[config.mk]
export PLATFORM = sky130hd
export DESIGN_NAME = alu32_ref
export DESIGN_NICKNAME = d
export VERILOG_FILES = /design/src/rtl/alu32_checker_pkg.sv /design/src/rtl/alu32_ref.sv
export SDC_FILE = /design/constraint.sdc
export NUM_CORES = 1
export LEC_CHECK = 0
export CAP_MARGIN = 20
export CORE_MARGIN = 2
export CORE_UTILIZATION = 27
export DETAILED_ROUTE_END_ITERATION = 6
export GPL_TIMING_DRIVEN = 0
export PLACE_DENSITY_LB_ADDON = 0.3
export SLEW_MARGIN = 20
export SYNTH_ARGS = -nofsm -noshare
export SYNTH_HDL_FRONTEND = slang
export SYNTH_SLANG_ARGS = --single-unit
[constraint.sdc]
create_clock -name vclk -period 10.82
set_input_delay 1.623 -clock vclk [all_inputs]
set_output_delay 1.623 -clock vclk [all_outputs]
set_load 0.05 [all_outputs]
[src/rtl/alu32_checker_pkg.sv]
// Shared opcode encodings, FSM states and result type for the alu32 result checker.
// Opcodes must match the encodings alu32 decodes.
package alu32_checker_pkg;

    localparam logic [2:0] ALU_ADD = 3'b000;
    localparam logic [2:0] ALU_SUB = 3'b001;
    localparam logic [2:0] ALU_AND = 3'b010;
    localparam logic [2:0] ALU_OR  = 3'b011;
    localparam logic [2:0] ALU_NOR = 3'b100;
    localparam logic [2:0] ALU_XOR = 3'b101;

    typedef enum logic [1:0] {
        IDLE = 2'd0,
        RUN  = 2'd1,
        DONE = 2'd2
    } state_e;

    typedef struct packed {
        logic [31:0] out;
        logic        overflow;
        logic        zero;
        logic        negative;
    } alu_res_t;

    function automatic logic op_known(input logic [2:0] op);
        return op <= ALU_XOR;
    endfunction

    function automatic logic op_has_ovf(input logic [2:0] op);
        return (op == ALU_ADD) || (op == ALU_SUB);
    endfunction

endpackage

[src/rtl/alu32_ref.sv]
// Combinational golden model of alu32: result plus overflow/zero/negative flags.
module alu32_ref
    import alu32_checker_pkg::*;
(
    input  logic [31:0] A,
    input  logic [31:0] B,
    input  logic [2:0]  control,
    output alu_res_t    res
);

    always_comb begin
        res = '0;
        case (control)
            ALU_ADD: begin
                res.out      = A + B;
                res.overflow = (A[31] == B[31]) && (res.out[31] != A[31]);
            end
            ALU_SUB: begin
                res.out      = A - B;
                res.overflow = (A[31] != B[31]) && (res.out[31] != A[31]);
            end
            ALU_AND: res.out = A & B;
            ALU_OR:  res.out = A | B;
            ALU_NOR: res.out = ~(A | B);
            ALU_XOR: res.out = A ^ B;
            default: res.out = '0;
        endcase
        res.zero     = (res.out == 32'd0);
        res.negative = res.out[31];
    end

endmodule

==> results.cfg, run 1 <==
[sta]
unrepaired_setup_endpoints_after_global_routing = no
whs_ns = 4.732
max_slew_margin_pct = 33.03
totalNegativeSetupSlack_ns = 0
timing.final.crit_period_ns = 8.378
max_freq_ghz = 0.1194
worst-slew-pin-transition_ns = 0.9792
min_period_over_period_pct = 77.43
hold_viol = 0
finalMaxSlewViolations = 0
setup_violations = 0

[placed_design]
portBuffers = 102
placed_cells_incl_taps = 1326
placed_area_mm2 = 0.007440
weighted_congestion_at_the_end_of_routability_driven_global_placement = 1.002
dp.final_hpwl_mm = 20.93

[drt]
drc_errors = 0
wirelength_mm = 25.67
number_of_detailed_routing_iterations_run_before_antenna_repair = 5
detail_route.wl_per_cell_um = 19.36
via_per_inst = 5.703
detail-route-antenna-nets = 0
via_count = 7562
first_iter_violations = 854

[critical_path]
cp-start-kind = input port
timing.critical_path.fanout_max = 10
arrival_time_worst_endpoint_ns = 6.76
worstSetupEndpointType = output port
setup.worst_path.class = input port to output port
worst-endpoint-required_ns = 9.20

[worst_hold_path]
hold_path.startpoint = A[31]
hold_end = res[2]
holdCritPathClass = input port to output port
holdPathStages = 6

[global_route]
grt_usage_pct = 20.93
globalRoute.totalOverflow = 0
grt_antenna_before_repair = 0
grt_pass1_vias = 7287
grt_start_max_net_pins = 11
grt_pass1_wl_mm = 40.13

[die]
io-pin-count = 102
die_height_um = 153.9
die-width_um = 153.9
floorplan.die_area_mm2 = 0.02369
start_util_pct = 27.64
core_mm2 = 0.02196
fp-row-count = 54

[logic_synthesis]
ys_top_cells_by_count = 105 x sky130_fd_sc_hd__ha_1, 103 x sky130_fd_sc_hd__a21oi_1, 99 x sky130_fd_sc_hd__inv_1, 99 x sky130_fd_sc_hd__nor2_1, 67 x sky130_fd_sc_hd__nand2_1
postSynthCellCount = 944
post-synth-top-area-fraction_pct = 21.65
syn-num-nets = 1118
yosys.area.top_type = sky130_fd_sc_hd__ha_1
post_synth_design_cell_area_mm2 = 0.006068
most_repeated_cell_in_the_gate_level_netlist_after_synthesis = sky130_fd_sc_hd__ha_1
netlist-cell-type-count = 84
synth-seq-area-share_pct = 0
yosys-top-cells-area = sky130_fd_sc_hd__ha_1 22%, sky130_fd_sc_hd__a21oi_1 8.5%, sky130_fd_sc_hd__inv_1 6.1%
syn-mean-instance-area_um2 = 6.428
yosysWarnings = 0

[cells_and_area]
area_delta_synth_final_pct = 22.60
post-route-util_pct = 33.88
final_cell_count_no_fill = 1326
nNetsFinal = 1222
layout-drive-gt1-share_pct = 4.111
layout.clock_buffers = 0
seq_cell_count = 0
antenna_cells_inserted = 0
cell_area_after_layout_mm2 = 0.007440
sequential_cell_area_um2 = 0

[flow_run]
max_cap_viol_count = 0

[clocking]
postCtsHoldBufs = 0
cts_resized = 0
post-cts-setup-buffer-count = 0

[power_and_ir_drop]
p_leak_nw = 3.156
vdd.ir_drop.worst_mv = 0.03159
powerDensity_mw_per_mm2 = 63.78

[outcome]
outcome = finished clean
[layout by cell type (no fill, tap or decap), types with 14 or more instances in the layout]
cell	Yosys	final
sky130_fd_sc_hd__clkdlybuf4s50_1	0	102
sky130_fd_sc_hd__inv_1	99	99
sky130_fd_sc_hd__mux2i_1	15	15
sky130_fd_sc_hd__nand2_1	67	67
sky130_fd_sc_hd__nor2b_1	16	16
sky130_fd_sc_hd__nor3_1	25	25
sky130_fd_sc_hd__a21oi_1	103	103
sky130_fd_sc_hd__xnor2_1	15	15
sky130_fd_sc_hd__o21ai_0	60	60
sky130_fd_sc_hd__nor2_1	99	99
sky130_fd_sc_hd__buf_2	14	14
sky130_fd_sc_hd__ha_1	105	105
sky130_fd_sc_hd__nand3_1	17	17
sky130_fd_sc_hd__a211oi_1	22	22
sky130_fd_sc_hd__o211ai_1	29	29
sky130_fd_sc_hd__clkbuf_1	33	33
[logic make-up (layout without fill, tap and decap cells)]
kind of cell,after synthesis,after routing,synth area share (%)
buffers and inverters,158,260,10.31
multiplexers,21,21,3.773
AO/OA/AOI/OAI,344,344,37.65
adder cells (fa/ha/maj),107,107,22.31
AND/OR/NAND/NOR,298,298,23.65
XOR/XNOR,16,16,2.309
[metal layers]
metal | track usage, % | wire (µm) | vias to the layer above | share of wire [%]
li1 | - | - | 3634 | -
met1 | 28.73 | 11520 | 3486 | 45
met2 | 33.96 | 11250 | 380 | 44
met3 | 2.931 | 1978 | 62 | 7.7
met4 | 6.409 | 913 | 0 | 3.6
met5 | 0 | 0 | - | 0
[worst max-delay path by stage]
stage | cells past startpoint | slack, ns | from | to
after global routing | 14 | 2.27 | control[0] | res[1]
after global placement | 15 | 2.61 | A[1] | res[1]
after detailed placement | 16 | 2.58 | A[20] | res[1]
final | 16 | 2.44 | A[20] | res[1]
after CTS | 16 | 2.57 | A[20] | res[1]
after floorplan | 14 | 4.00 | B[4] | res[1]
[stage by stage]
stage	setup WS (ns)	power [mW]
CTS	2.567	0.4667
global route	2.273	0.5120
global placement	2.607	0.4635
finish	2.442	0.4745
detailed placement	2.577	0.4645
floorplan	3.998	0.3110
[final cells by class]
| cell class | count | area, µm² |
|---|---|---|
| Fill cell | 2428 | 14520 |
| Buffer | 56 | 242.7 |
| Inverter | 102 | 382.9 |
| Timing Repair Buffer | 102 | 1021 |
| Tap cell | 280 | 350.3 |
| Multi-Input combinational cell | 786 | 5443 |
[critical path, cell delays in order]
cell and delay (ns):
sky130_fd_sc_hd__clkdlybuf4s50_1 0.54, sky130_fd_sc_hd__inv_1 0.06, sky130_fd_sc_hd__ha_1 0.45, sky130_fd_sc_hd__clkbuf_1 0.46, sky130_fd_sc_hd__nor2_1 0.16, sky130_fd_sc_hd__a211oi_1 0.31, sky130_fd_sc_hd__o211ai_1 0.20, sky130_fd_sc_hd__nor3_1 0.32
sky130_fd_sc_hd__a21oi_1 0.14, sky130_fd_sc_hd__o221ai_1 0.29, sky130_fd_sc_hd__xnor2_1 0.16, sky130_fd_sc_hd__o221ai_1 0.25, sky130_fd_sc_hd__nor4_1 0.58, sky130_fd_sc_hd__nand4_1 0.22, sky130_fd_sc_hd__nor3_2 0.14, sky130_fd_sc_hd__clkdlybuf4s50_1 0.81
[where the power goes]
group	switching (mW)	internal [mW]	total [mW]
registers	0	0	0
clock network	0	0	0
logic	0.307	0.167	0.474
total	0.307	0.167	0.474
Note: power is estimated with default switching activity, not from simulation.
==> inputs of run 2 (changes only) <==
clock period = 7.2 ns   (was 10.82 ns; I/O delays follow)
==> run 2 against run 1 <==
Compared with the run above:
- hold slack worse by 1.2 ns
- combinational power increased by 50%
- worst setup slack got worse by 2.2 ns
- largest cell class unchanged
- core utilization is essentially flat
==> results.cfg, run 2 (same netlist as run 1, synthesis figures left out) <==
[critical_path]
crit_path_max_incr_delay_ns = 0.75
critical_path.slowest_cell = sky130_fd_sc_hd__a2111oi_0
cp-start-kind = input port
worstSetupEndpointType = output port
setup.worst_path.class = input port to output port
worst-endpoint-required_ns = 6.12
crit_chain = clkdlybuf4s50_1 > inv_1 > ha_1 > clkbuf_1 > inv_1 > a2111oi_0 > a41o_1 > o211ai_1 > a31o_1 > mux2_2 > xnor2_1 > a221o_1 > buf_4 > clkdlybuf4s50_1
arrival_time_worst_endpoint_ns = 5.84
timing.critical_path.fanout_max = 10

[worst_hold_path]
holdCritPathClass = input port to output port

[sta]
whs_ns = 3.483
max_slew_margin_pct = 31.73
worst_slack_ns = 0.2765
hold_viol = 0
worst-slew-pin-transition_ns = 0.9982
timing.final.crit_period_ns = 6.923
unrepaired_setup_endpoints_after_global_routing = no
finalMaxSlewViolations = 0
min_period_over_period_pct = 96.16
max_freq_ghz = 0.1444
totalNegativeSetupSlack_ns = 0
setup_violations = 0

[global_route]
grt_start_max_net_pins = 11
grt_pass1_wl_mm = 40.13
grt_pass1_vias = 7287
grt_usage_pct = 20.93
grt_antenna_before_repair = 0
globalRoute.totalOverflow = 0

[die]
io-pin-count = 102
start_util_pct = 27.64
floorplan.die_area_mm2 = 0.02369
fp-row-count = 54
die-width_um = 153.9
core_mm2 = 0.02196
die_height_um = 153.9

[drt]
detail-route-antenna-nets = 0
number_of_detailed_routing_iterations_run_before_antenna_repair = 6
first_iter_violations = 807
wirelength_mm = 25.67
via_count = 7520
detail_route.wl_per_cell_um = 19.36
drc_errors = 0
via_per_inst = 5.671

[cells_and_area]
seq_cell_count = 0
layout.clock_buffers = 0
final_cell_mix = 105 x sky130_fd_sc_hd__ha_1, 103 x sky130_fd_sc_hd__a21oi_1, 101 x sky130_fd_sc_hd__clkdlybuf4s50_1, 99 x sky130_fd_sc_hd__inv_1, 99 x sky130_fd_sc_hd__nor2_1
mostFrequentLayoutCell = sky130_fd_sc_hd__ha_1
final_cell_count_no_fill = 1326
sequential_cell_area_um2 = 0
cell_area_after_layout_mm2 = 0.007450
antenna_cells_inserted = 0
layout-drive-gt1-share_pct = 4.398
filler_cell_count = 2429
area_delta_synth_final_pct = 22.76
nNetsFinal = 1222
post-route-util_pct = 33.93

[placed_design]
portBuffers = 102
placed_cells_incl_taps = 1326
dp.final_hpwl_mm = 20.93
placed_area_mm2 = 0.007440
weighted_congestion_at_the_end_of_routability_driven_global_placement = 1.002
place_worst_setup_slack_ns = 0.04331

[power_and_ir_drop]
power.total_mw = 0.7133
vdd.ir_drop.worst_mv = 0.04740
p_leak_nw = 3.178
powerDensity_mw_per_mm2 = 95.75

[outcome]
outcome = finished clean

[clocking]
postCtsHoldBufs = 0
post-cts-setup-buffer-count = 0

[flow_run]
max_cap_viol_count = 0
[run 2: worst max-delay path: cells and delay by family]
| family | cells | cell delay [ns] |
|---|---|---|
| adders and majority gates | 1 | 0.27 |
| buffers and inverters | 6 | 2.20 |
| xor gates and xnor gates | 1 | 0.12 |
| AOI/OAI and AO/OA | 5 | 1.90 |
| muxes | 1 | 0.27 |
[run 2: layout make-up]
class	count	area, µm²	share of cell area [%]
Inverter	102	382.9	5.139
Timing Repair Buffer	102	1023	13.74
Tap cell	280	350.3	4.703
Buffer	56	245.2	3.292
Multi-Input combinational cell	786	5448	73.13
[run 2: path summary, 6_finish.rpt]
| kind | from | to | slack [ns] | cells past startpoint |
|---|---|---|---|---|
| max | A[22] | res[34] | 0.28 | 14 |
| min | A[31] | res[1] | 3.48 | 7 |
[run 2: power by group]
group / switching, mW / internal (mW)
combinational: 0.461 / 0.252
clock: 0 / 0
sequential: 0 / 0
total: 0.461 / 0.252
[run 2: timing repair]
action                                 4_1_cts  5_1_grt
endpoints found under the hold margin        0        0
setup endpoints to repair                    0        1
resized for setup                            0        5
[run 2: metal layers]
layer,vias up,global-route usage [%],share of wire (%)
li1,3636,-,-
met1,3479,28.73,45
met4,0,6.409,3.4
met5,-,0,0
met2,343,33.96,44
met3,62,2.931,7.9
